$ cat config.mk
export PLATFORM = sky130hd
export DESIGN_NAME = mem_ls_unit_flat
export DESIGN_NICKNAME = d
export VERILOG_FILES = /design/src/rtl/mem_ls_unit_if.sv /design/src/rtl/mem_ls_unit.sv /design/src/flat_wrapper.sv
export SDC_FILE = /design/constraint.sdc
export NUM_CORES = 1
export LEC_CHECK = 0
export BUFFER_PORTS_ARGS = -buffer_cell sky130_fd_sc_hd__buf_2
export CAP_MARGIN = 0
export CORE_ASPECT_RATIO = 1.1
export CORE_MARGIN = 4
export CORE_UTILIZATION = 29
export DETAILED_ROUTE_END_ITERATION = 6
export GPL_ROUTABILITY_DRIVEN = 0
export SLEW_MARGIN = 20
export SYNTH_ARGS = -nofsm -noshare
export SYNTH_HDL_FRONTEND = slang
export SYNTH_SLANG_ARGS = --single-unit
export TNS_END_PERCENT = 20
$ cat constraint.sdc
create_clock -name clk -period 3.9 [get_ports clk]
set_input_delay 0.39 -clock clk [delete_from_list [all_inputs] [get_ports clk]]
set_output_delay 0.39 -clock clk [all_outputs]
set_load 0.02 [all_outputs]
$ cat src/rtl/mem_ls_unit_if.sv
// Data-bus bundle between the MEM-stage load/store unit (master) and memory (slave).
// Request/acknowledge handshake with big-endian byte-lane selects.
interface mem_ls_unit_if;
  localparam int unsigned REG_W = 32;

  logic [REG_W-1:0] bus_addr_o;
  logic [REG_W-1:0] bus_wdata_o;
  logic [3:0]       bus_sel_o;
  logic             bus_we_o;
  logic             bus_req_o;
  logic             bus_ack_i;
  logic [REG_W-1:0] bus_rdata_i;

  modport master (
    output bus_addr_o, bus_wdata_o, bus_sel_o, bus_we_o, bus_req_o,
    input  bus_ack_i, bus_rdata_i
  );

  modport slave (
    input  bus_addr_o, bus_wdata_o, bus_sel_o, bus_we_o, bus_req_o,
    output bus_ack_i, bus_rdata_i
  );
endinterface

$ cat src/rtl/mem_ls_unit.sv
// MIPS MEM stage with a wait-stated request/ack data bus, byte/halfword formatting,
// alignment exceptions and a bus timeout; stalls the pipeline while an access is in flight.
module mem_ls_unit #(
  parameter  int unsigned TIMEOUT_CYCLES = 255,
  parameter  int unsigned CNT_WIDTH      = 8,
  localparam int unsigned REG_ADDR_W     = 5,
  localparam int unsigned REG_W          = 32,
  localparam int unsigned ALUOP_W        = 8
) (
  input  logic                  clk,
  input  logic                  rst,
  input  logic [REG_ADDR_W-1:0] wd_i,
  input  logic                  wreg_i,
  input  logic [REG_W-1:0]      wdata_i,
  input  logic [REG_W-1:0]      hi_i,
  input  logic [REG_W-1:0]      lo_i,
  input  logic                  whilo_i,
  input  logic [ALUOP_W-1:0]    aluop_i,
  input  logic [REG_W-1:0]      mem_addr_i,
  input  logic [REG_W-1:0]      reg2_i,
  output logic [REG_ADDR_W-1:0] wd_o,
  output logic                  wreg_o,
  output logic [REG_W-1:0]      wdata_o,
  output logic [REG_W-1:0]      hi_o,
  output logic [REG_W-1:0]      lo_o,
  output logic                  whilo_o,
  mem_ls_unit_if.master         bus,
  output logic                  stallreq_o,
  output logic                  adel_o,
  output logic                  ades_o,
  output logic                  bus_err_o
);

  localparam logic [ALUOP_W-1:0] OP_LB  = 8'b1110_0000;
  localparam logic [ALUOP_W-1:0] OP_LBU = 8'b1110_0100;
  localparam logic [ALUOP_W-1:0] OP_LH  = 8'b1110_0001;
  localparam logic [ALUOP_W-1:0] OP_LHU = 8'b1110_0101;
  localparam logic [ALUOP_W-1:0] OP_LW  = 8'b1110_0011;
  localparam logic [ALUOP_W-1:0] OP_SB  = 8'b1110_1000;
  localparam logic [ALUOP_W-1:0] OP_SH  = 8'b1110_1001;
  localparam logic [ALUOP_W-1:0] OP_SW  = 8'b1110_1011;

  localparam logic [REG_ADDR_W-1:0] NOP_REG_ADDR = '0;

  typedef enum logic [1:0] {
    IDLE = 2'd0,
    BUSY = 2'd1,
    DONE = 2'd2
  } state_e;

  state_e               state_q, state_d;
  logic [CNT_WIDTH-1:0] cnt_q, cnt_d;
  logic [REG_W-1:0]     ldata_q, ldata_d;
  logic [REG_W-1:0]     bus_addr_q, bus_addr_d;
  logic [REG_W-1:0]     bus_wdata_q, bus_wdata_d;
  logic [3:0]           bus_sel_q, bus_sel_d;
  logic                 bus_we_q, bus_we_d;
  logic                 bus_req_q, bus_req_d;
  logic                 err_q, err_d;

  logic             is_byte_c, is_half_c, is_word_c;
  logic             is_load_c, is_store_c, is_mem_c;
  logic             misalign_c, mem_go_c, stall_c;
  logic [3:0]       sel_c;
  logic [REG_W-1:0] st_data_c;
  logic [7:0]       lbyte_c;
  logic [15:0]      lhalf_c;
  logic [REG_W-1:0] load_fmt_c;
  logic             wreg_c;
  logic [REG_W-1:0] wdata_c;

  // Opcode decode and alignment check
  always_comb begin
    is_byte_c  = (aluop_i == OP_LB) || (aluop_i == OP_LBU) || (aluop_i == OP_SB);
    is_half_c  = (aluop_i == OP_LH) || (aluop_i == OP_LHU) || (aluop_i == OP_SH);
    is_word_c  = (aluop_i == OP_LW) || (aluop_i == OP_SW);
    is_store_c = (aluop_i == OP_SB) || (aluop_i == OP_SH) || (aluop_i == OP_SW);
    is_load_c  = (is_byte_c || is_half_c || is_word_c) && !is_store_c;
    is_mem_c   = is_load_c || is_store_c;
    misalign_c = (is_half_c && mem_addr_i[0]) ||
                 (is_word_c && (mem_addr_i[1:0] != 2'b00));
    mem_go_c   = is_mem_c && !misalign_c;
  end

  // Big-endian lane select and store-data replication
  always_comb begin
    sel_c     = 4'b1111;
    st_data_c = '0;
    if (is_byte_c) begin
      sel_c = 4'b1000 >> mem_addr_i[1:0];
    end else if (is_half_c) begin
      sel_c = mem_addr_i[1] ? 4'b0011 : 4'b1100;
    end
    if (aluop_i == OP_SB) begin
      st_data_c = {4{reg2_i[7:0]}};
    end else if (aluop_i == OP_SH) begin
      st_data_c = {2{reg2_i[15:0]}};
    end else if (aluop_i == OP_SW) begin
      st_data_c = reg2_i;
    end
  end

  // Load formatting from the captured bus word
  always_comb begin
    lbyte_c = 8'h00;
    case (mem_addr_i[1:0])
      2'b00:   lbyte_c = ldata_q[31:24];
      2'b01:   lbyte_c = ldata_q[23:16];
      2'b10:   lbyte_c = ldata_q[15:8];
      default: lbyte_c = ldata_q[7:0];
    endcase
    lhalf_c = mem_addr_i[1] ? ldata_q[15:0] : ldata_q[31:16];
    case (aluop_i)
      OP_LB:   load_fmt_c = {{24{lbyte_c[7]}}, lbyte_c};
      OP_LBU:  load_fmt_c = {24'h000000, lbyte_c};
      OP_LH:   load_fmt_c = {{16{lhalf_c[15]}}, lhalf_c};
      OP_LHU:  load_fmt_c = {16'h0000, lhalf_c};
      default: load_fmt_c = ldata_q;
    endcase
  end

  always_ff @(posedge clk) begin
    if (rst) begin
      state_q     <= IDLE;
      cnt_q       <= '0;
      ldata_q     <= '0;
      bus_addr_q  <= '0;
      bus_wdata_q <= '0;
      bus_sel_q   <= '0;
      bus_we_q    <= 1'b0;
      bus_req_q   <= 1'b0;
      err_q       <= 1'b0;
    end else begin
      state_q     <= state_d;
      cnt_q       <= cnt_d;
      ldata_q     <= ldata_d;
      bus_addr_q  <= bus_addr_d;
      bus_wdata_q <= bus_wdata_d;
      bus_sel_q   <= bus_sel_d;
      bus_we_q    <= bus_we_d;
      bus_req_q   <= bus_req_d;
      err_q       <= err_d;
    end
  end

  // Bus access sequencing; DONE always returns to IDLE so an op is issued once
  always_comb begin
    state_d     = state_q;
    cnt_d       = cnt_q;
    ldata_d     = ldata_q;
    bus_addr_d  = bus_addr_q;
    bus_wdata_d = bus_wdata_q;
    bus_sel_d   = bus_sel_q;
    bus_we_d    = bus_we_q;
    bus_req_d   = bus_req_q;
    err_d       = 1'b0;
    stall_c     = 1'b0;
    case (state_q)
      IDLE: begin
        if (mem_go_c) begin
          stall_c     = 1'b1;
          state_d     = BUSY;
          bus_req_d   = 1'b1;
          bus_we_d    = is_store_c;
          bus_addr_d  = {mem_addr_i[REG_W-1:2], 2'b00};
          bus_sel_d   = sel_c;
          bus_wdata_d = st_data_c;
          cnt_d       = '0;
        end
      end
      BUSY: begin
        stall_c = 1'b1;
        if (bus.bus_ack_i) begin
          ldata_d   = bus.bus_rdata_i;
          bus_req_d = 1'b0;
          state_d   = DONE;
        end else if ((TIMEOUT_CYCLES != 0) && (cnt_q == CNT_WIDTH'(TIMEOUT_CYCLES))) begin
          bus_req_d = 1'b0;
          err_d     = 1'b1;
          state_d   = DONE;
        end else begin
          cnt_d = cnt_q + 1'b1;
        end
      end
      DONE: begin
        state_d = IDLE;
      end
      default: begin
        state_d = IDLE;
      end
    endcase
  end

  // Write-back selection; memory ops only write back once their access completes
  always_comb begin
    wreg_c  = wreg_i;
    wdata_c = wdata_i;
    if (is_mem_c) begin
      wreg_c = 1'b0;
      if (state_q == DONE) begin
        wreg_c = wreg_i && !err_q;
        if (is_load_c) begin
          wdata_c = load_fmt_c;
        end
      end
    end
  end

  always_comb begin
    wd_o       = rst ? NOP_REG_ADDR : wd_i;
    wreg_o     = !rst && wreg_c;
    wdata_o    = rst ? '0 : wdata_c;
    hi_o       = rst ? '0 : hi_i;
    lo_o       = rst ? '0 : lo_i;
    whilo_o    = !rst && whilo_i;
    stallreq_o = !rst && stall_c;
    adel_o     = !rst && is_load_c && misalign_c;
    ades_o     = !rst && is_store_c && misalign_c;
    bus_err_o  = !rst && err_q;
  end

  assign bus.bus_addr_o  = bus_addr_q;
  assign bus.bus_wdata_o = bus_wdata_q;
  assign bus.bus_sel_o   = bus_sel_q;
  assign bus.bus_we_o    = bus_we_q;
  assign bus.bus_req_o   = bus_req_q;

endmodule

$ cat src/flat_wrapper.sv
// flat-port wrapper written by rule: the top's interface ports become plain ports
module mem_ls_unit_flat 
#(
  parameter  int unsigned TIMEOUT_CYCLES = 255,
  parameter  int unsigned CNT_WIDTH      = 8,
  localparam int unsigned REG_ADDR_W     = 5,
  localparam int unsigned REG_W          = 32,
  localparam int unsigned ALUOP_W        = 8
)
  (clk, rst, wd_i, wreg_i, wdata_i, hi_i, lo_i, whilo_i, aluop_i, mem_addr_i, reg2_i, wd_o, wreg_o, wdata_o, hi_o, lo_o, whilo_o, stallreq_o, adel_o, ades_o, bus_err_o, bus_bus_addr_o, bus_bus_wdata_o, bus_bus_sel_o, bus_bus_we_o, bus_bus_req_o, bus_bus_ack_i, bus_bus_rdata_i);
  mem_ls_unit_if bus_i ();
  input  logic clk;
  input  logic rst;
  input  logic [REG_ADDR_W-1:0] wd_i;
  input  logic wreg_i;
  input  logic [REG_W-1:0] wdata_i;
  input  logic [REG_W-1:0] hi_i;
  input  logic [REG_W-1:0] lo_i;
  input  logic whilo_i;
  input  logic [ALUOP_W-1:0] aluop_i;
  input  logic [REG_W-1:0] mem_addr_i;
  input  logic [REG_W-1:0] reg2_i;
  output logic [REG_ADDR_W-1:0] wd_o;
  output logic wreg_o;
  output logic [REG_W-1:0] wdata_o;
  output logic [REG_W-1:0] hi_o;
  output logic [REG_W-1:0] lo_o;
  output logic whilo_o;
  output logic stallreq_o;
  output logic adel_o;
  output logic ades_o;
  output logic bus_err_o;
  output wire logic [$bits(bus_i.bus_addr_o)-1:0] bus_bus_addr_o;
  output wire logic [$bits(bus_i.bus_wdata_o)-1:0] bus_bus_wdata_o;
  output wire logic [$bits(bus_i.bus_sel_o)-1:0] bus_bus_sel_o;
  output wire logic [$bits(bus_i.bus_we_o)-1:0] bus_bus_we_o;
  output wire logic [$bits(bus_i.bus_req_o)-1:0] bus_bus_req_o;
  input wire logic [$bits(bus_i.bus_ack_i)-1:0] bus_bus_ack_i;
  input wire logic [$bits(bus_i.bus_rdata_i)-1:0] bus_bus_rdata_i;
  assign bus_bus_addr_o = bus_i.bus_addr_o;
  assign bus_bus_wdata_o = bus_i.bus_wdata_o;
  assign bus_bus_sel_o = bus_i.bus_sel_o;
  assign bus_bus_we_o = bus_i.bus_we_o;
  assign bus_bus_req_o = bus_i.bus_req_o;
  assign bus_i.bus_ack_i = bus_bus_ack_i;
  assign bus_i.bus_rdata_i = bus_bus_rdata_i;
  mem_ls_unit #(.TIMEOUT_CYCLES(TIMEOUT_CYCLES), .CNT_WIDTH(CNT_WIDTH)) u_core (.clk(clk), .rst(rst), .wd_i(wd_i), .wreg_i(wreg_i), .wdata_i(wdata_i), .hi_i(hi_i), .lo_i(lo_i), .whilo_i(whilo_i), .aluop_i(aluop_i), .mem_addr_i(mem_addr_i), .reg2_i(reg2_i), .wd_o(wd_o), .wreg_o(wreg_o), .wdata_o(wdata_o), .hi_o(hi_o), .lo_o(lo_o), .whilo_o(whilo_o), .bus(bus_i), .stallreq_o(stallreq_o), .adel_o(adel_o), .ades_o(ades_o), .bus_err_o(bus_err_o));
endmodule
Word-level counts from Yosys, hierarchy flattened:

Cells that the tools add are included.
Widths: inputs -> output; s select.

* add/sub/neg operators: 1
* equal/unequal tests: 17
* shift-type cells: 1
* muxes and demuxes: 33
* bitwise operators: 1
* reduce and logical (&&, ||, !) cells: 38

Operator list (count)
* $mux 32: 9
* $pmux 32 s4: 1
* $eq 8x8->1 const B: 9
* $mux 8: 3
* $pmux 8 s3: 1
* $mux 16: 1
* $pmux 8 s2: 1
* $logic_and 1x1->1: 13
* $mux 4: 3
* $logic_or 1x1->1: 11
* $add 8x1->8 const B: 1
* $mux 1: 7
* $mux 2: 3
* $reduce_and 2->1: 3
* $mux 5: 1
* $eq 2x1->1 const B: 2
* $eq 2x2->1 const B: 2
* $logic_not 1->1: 4
* $logic_not 2->1: 2
* $ne 2x2->1 const B: 2
* $pmux 1 s2: 2
* $pmux 2 s2: 1
* $reduce_and 4->1: 1
* $reduce_bool 2->1: 2
* 6 further kinds: 6

* register bits after elaboration: 111
* bits of input ports: 210
* output and inout port bits: 177
* word-level logic and storage cells: 100

Logic depth before layout (Yosys ltp):

* word-level depth: 11
* mapped depth: 8
* gate-level depth less buffers: 5

Worst setup path before layout:

OpenSTA, ideal clock, no wires.

* path type: input to output
* start point: in aluop_i[4]
* end point: out wdata_o[7]
* arrival: 2412 ps
* required time: 3510 ps
* path slack: 1098 ps
* stages on the path: 4
* buffers on the path: 0
* cell sequence: nand4b_4 a2111oi_2 nor2_1 a2111oi_0

* word-level cells in the longest chain between the ends: 10
* elaborated cells between the ends (all ways): 25
* those cells by class: eq/ne: 8; mux: 5; reduce/logical: 12

Ends and longest elaborated chain
* from (decl): RTL line flat_wrapper.sv:20 `input logic [ALUOP_W-1:0] aluop_i;`
* $eq 8x8->1, on equally long branches: RTL line mem_ls_unit.sv:74, mem_ls_unit.sv:113, mem_ls_unit.sv:75
* $logic_or 1x1->1, on equally long branches (2 in a row): RTL line mem_ls_unit.sv:74, mem_ls_unit.sv:75
* $logic_or 1x1->1 (2 in a row): RTL line mem_ls_unit.sv:78 `is_load_c = (is_byte_c || is_half_c || is_word_c) && !is_store_c;`
* $logic_and 1x1->1: RTL line mem_ls_unit.sv:78
* $mux 32: RTL line mem_ls_unit.sv:202 `if (is_load_c) begin`
* $mux 32: RTL line mem_ls_unit.sv:200 `if (state_q == DONE) begin`
* $mux 32 *: RTL line mem_ls_unit.sv:198 `if (is_mem_c) begin`
* $mux 32 *: RTL line mem_ls_unit.sv:212 `wdata_o = rst ? '0 : wdata_c;`
* to (decl): RTL line flat_wrapper.sv:25 `output logic [REG_W-1:0] wdata_o;`

Mark *: on every way between the ends. The rest lies on a longest branch, timed or not.

Worst setup path in the final report:

* start point: in aluop_i[0]
* end point: out wdata_o[16]

Same word-level chain as after synthesis.

==> results.yml <==
critical_path:
  startpoint_type: "input pin"
  crit_type: "input pin to output pin"
  timing.rr.start: "u_core.state_q[0]"
  cp_cell_sequence: "buf_2, nand2b_1, a2111oi_2, nor2_1, buf_4, o2bb2ai_1, buf_2"
  crit_top_cell: "buf_2"
  max_stage_delay_ns: 0.68
  cp_num_cells: 7
  cp-endpoint: "wdata_o[16]"
  worst_ep_arrival_time_ns: 2.67
  timing.rr.end: "u_core.bus.bus_wdata_o[10]"
  r2r_slack_ns: 1.73
  crit_buf_inv: 3
  cp_top_family: "buffers and inverters"
  r2r_cells: 5
  worstSetupEndpointType: "output pin"
  required_ns: 3.51
  crit_slowest_cell: "a2111oi_2"
  startpoint: "aluop_i[0]"
  cp_max_fo: 20
yosys:
  netlist_top_cells_area: "dfxtp_1 36%, a21oi_1 8.6%, nor2b_1 8.1%"
  netlist_instances: 803
  synth_top_area_share: 0.357
  ys_ff_latch: 111
  synth_cell_types: 58
  async_reset_ff_frac: 0
  synth_edf_count: 0
  synth_top_cell_by_area: "dfxtp_1"
  synth_ff_type: "dfxtp_1"
  seq_area_frac_synth: 0.357
  synth_area_mm2: 0.00623
  avgSynthCellArea_um2: 7.75
  yosys_warnings: 0
floorplanning:
  rows: 55
  io_pins: 387
  core_area_mm2: 0.0209
  die-area_mm2: 0.0239
  die_h_um: 162
  start_util: 0.299
  fp.dieW_um: 148
drt:
  drc: 0
  via_per_inst: 5.08
  wl_mm: 25.6
  via_count: 7236
  antenna_left: 0
  wl_per_cell_um: 18.0
  drt-initial-drc-count: 390
  drt_pre_antenna_iters: 5
clocking:
  htreeDepth: 3
  clkTransAtPathRegs_ns: 0.08
  cts_setup_buffers: 0
  clock-sinks: 111
  cts_root_buf: "clkbuf_16"
  cts_hold_buf: 0
  clock_latency_ns: 0.35
  ctsResizeCount: 0
  tritoncts: "done"
  cts_buffers: 9
  clockBufferDepth: 2
cells_and_area:
  fin_nets: 1346
  fin_cells: 1425
  final_common_cell: "buf_2"
  layout_common_cells: "383 x buf_2, 111 x dfxtp_1, 107 x a21oi_1"
  final_util: 0.414
  num_antenna_cells: 0
  final_layout_size_suffix_gt1_frac: 0.382
  fill_cells: 2177
  areaGrowthSynthToFinish_pct: 38.5
min_path:
  hp-start: "bus_bus_rdata_i[24]"
  hp-class: "input pin to flop"
power:
  p_leak_nw: 3.87
  ir_drop_uv: 184
  power_density_mw_per_mm2: 295
timing:
  finalSetupTns_ns: 0
  slew_headroom: 0.308
  fmax_mhz: 327
  fin_crit_sh: 0.783
  finalHoldViolCount: 0
  rsz0062_at_grt: "false"
  finalSetupViolations: 0
  fin_crit_ns: 3.06
  maxSlewViolCount: 0
  worst_pin_slew_ns: 1.04
  fin_skew_ns: 0.00755
global_route:
  grt_max_degree: 85
  grt_overflow: 0
  grt_pass1_vias: 7025
  antenna_found_initial: 0
  grt_pass1_wl_mm: 38.9
  track_usage: 0.201
run_status:
  status: "finished, final reports clean"
placed_design:
  place_hpwl_mm: 19.3
  port_buffers: 384
  placed_cells: 1409
job:
  maxCapViolations: 0
-- worst min-delay path by stage --
| stage | cells after the start | slack, ns | endpoint |
|---|---|---|---|
| 6_report | 3 | 0.27 | u_core.ldata_q[24] |
| 5_1_grt | 3 | 0.26 | u_core.ldata_q[25] |
| 4_1_cts | 3 | 0.26 | u_core.ldata_q[22] |
| 3_5_place_dp | 2 | 0.46 | u_core.bus.bus_addr_o[20] |
| 3_3_place_gp | 2 | 0.45 | u_core.bus.bus_addr_o[12] |
| 2_1_floorplan | 2 | 0.45 | u_core.ldata_q[0] |
-- per-stage QoR --
stage          setup slack [ns]  hold WS [ns]  power (mW)  cell area [um^2]
6_report                  0.844         0.266        2.55              8620
5_1_grt                   0.613         0.263        2.66              8620
4_1_cts                   0.833         0.255        2.58              8620
3_5_place_dp              0.848         0.460        1.65              8340
3_3_place_gp              0.882         0.455        1.65              8340
2_1_floorplan              1.10         0.446        1.43              6230
-- report_power, final --
part	switching [mW]	total [mW]	internal (mW)	leakage [nW]
clock	0.474	0.924	0.450	0.136
sequential	0.00430	1.14	1.14	0.894
combinational	0.291	0.479	0.188	2.84
total	0.770	2.55	1.78	3.87
-- registers in the layout, summed over array words and instances, names as in the netlist --
signal                  flops
u_core.bus.bus_wdata_o     32
u_core.bus.bus_we_o         1
u_core.bus.bus_addr_o      30
u_core.bus.bus_req_o        1
u_core.bus.bus_sel_o        4
u_core.state_q              2
u_core.err_q                1
u_core.ldata_q             32
u_core.cnt_q                8
-- synthesized netlist by cell type, types with 4 or more instances --
cell,n
and3_1,5
buf_2,15
o21ai_0,64
nand4_1,24
a21oi_1,107
inv_1,14
nor3_1,10
a211o_1,7
dfxtp_1,111
a22o_1,22
nand2b_1,6
o21a_1,8
mux2i_1,19
buf_1,7
o32ai_1,8
a311oi_1,4
clkbuf_1,54
nor2b_1,81
xor2_1,5
nand2_1,77
or2_2,5
o2bb2ai_1,31
nor2_1,35
o211ai_1,6
nand3_1,33
-- cell families (layout without fill, tap and decap cells) --
kind of cell / after synthesis / in the layout / share of synthesized area
AND/OR/NAND/NOR: 294 / 294 / 0.249
AO/OA/AOI/OAI: 279 / 279 / 0.291
flip-flops: 111 / 111 / 0.357
buffers and inverters: 92 / 428 / 0.0597
multiplexers: 20 / 20 / 0.0342
XOR/XNOR: 5 / 5 / 0.00703
adder cells (fa/ha/maj): 1 / 1 / 0.00201
other: 1 / 2 / 0.000602
-- cell type report --
| type | instances | area [um^2] | area share |
|---|---|---|---|
| multi-input combinational | 601 | 3670 | 0.426 |
| sequential | 111 | 2220 | 0.258 |
| timing repair buffer | 398 | 2030 | 0.236 |
| tap | 285 | 357 | 0.0413 |
| clock buffer | 9 | 225 | 0.0261 |
| clock inverter | 7 | 63.8 | 0.00740 |
| inverter | 14 | 52.6 | 0.00609 |
-- layer usage --
| metal | routed length (um) | vias up | global-route usage | part of all wire |
|---|---|---|---|---|
| li1 | - | 3544 | - | - |
| met1 | 11000 | 3341 | 0.271 | 0.43 |
| met2 | 12100 | 326 | 0.333 | 0.47 |
| met3 | 2130 | 25 | 0.0407 | 0.083 |
| met4 | 361 | 0 | 0.0475 | 0.014 |
| met5 | 0 | - | 0 | 0 |
-- tightest hold or removal path, cell delays in order --
cell     delay [ns]
buf_2          0.09
nand2_1        0.05
a21oi_1        0.05
(Power assumes the default switching activity.)
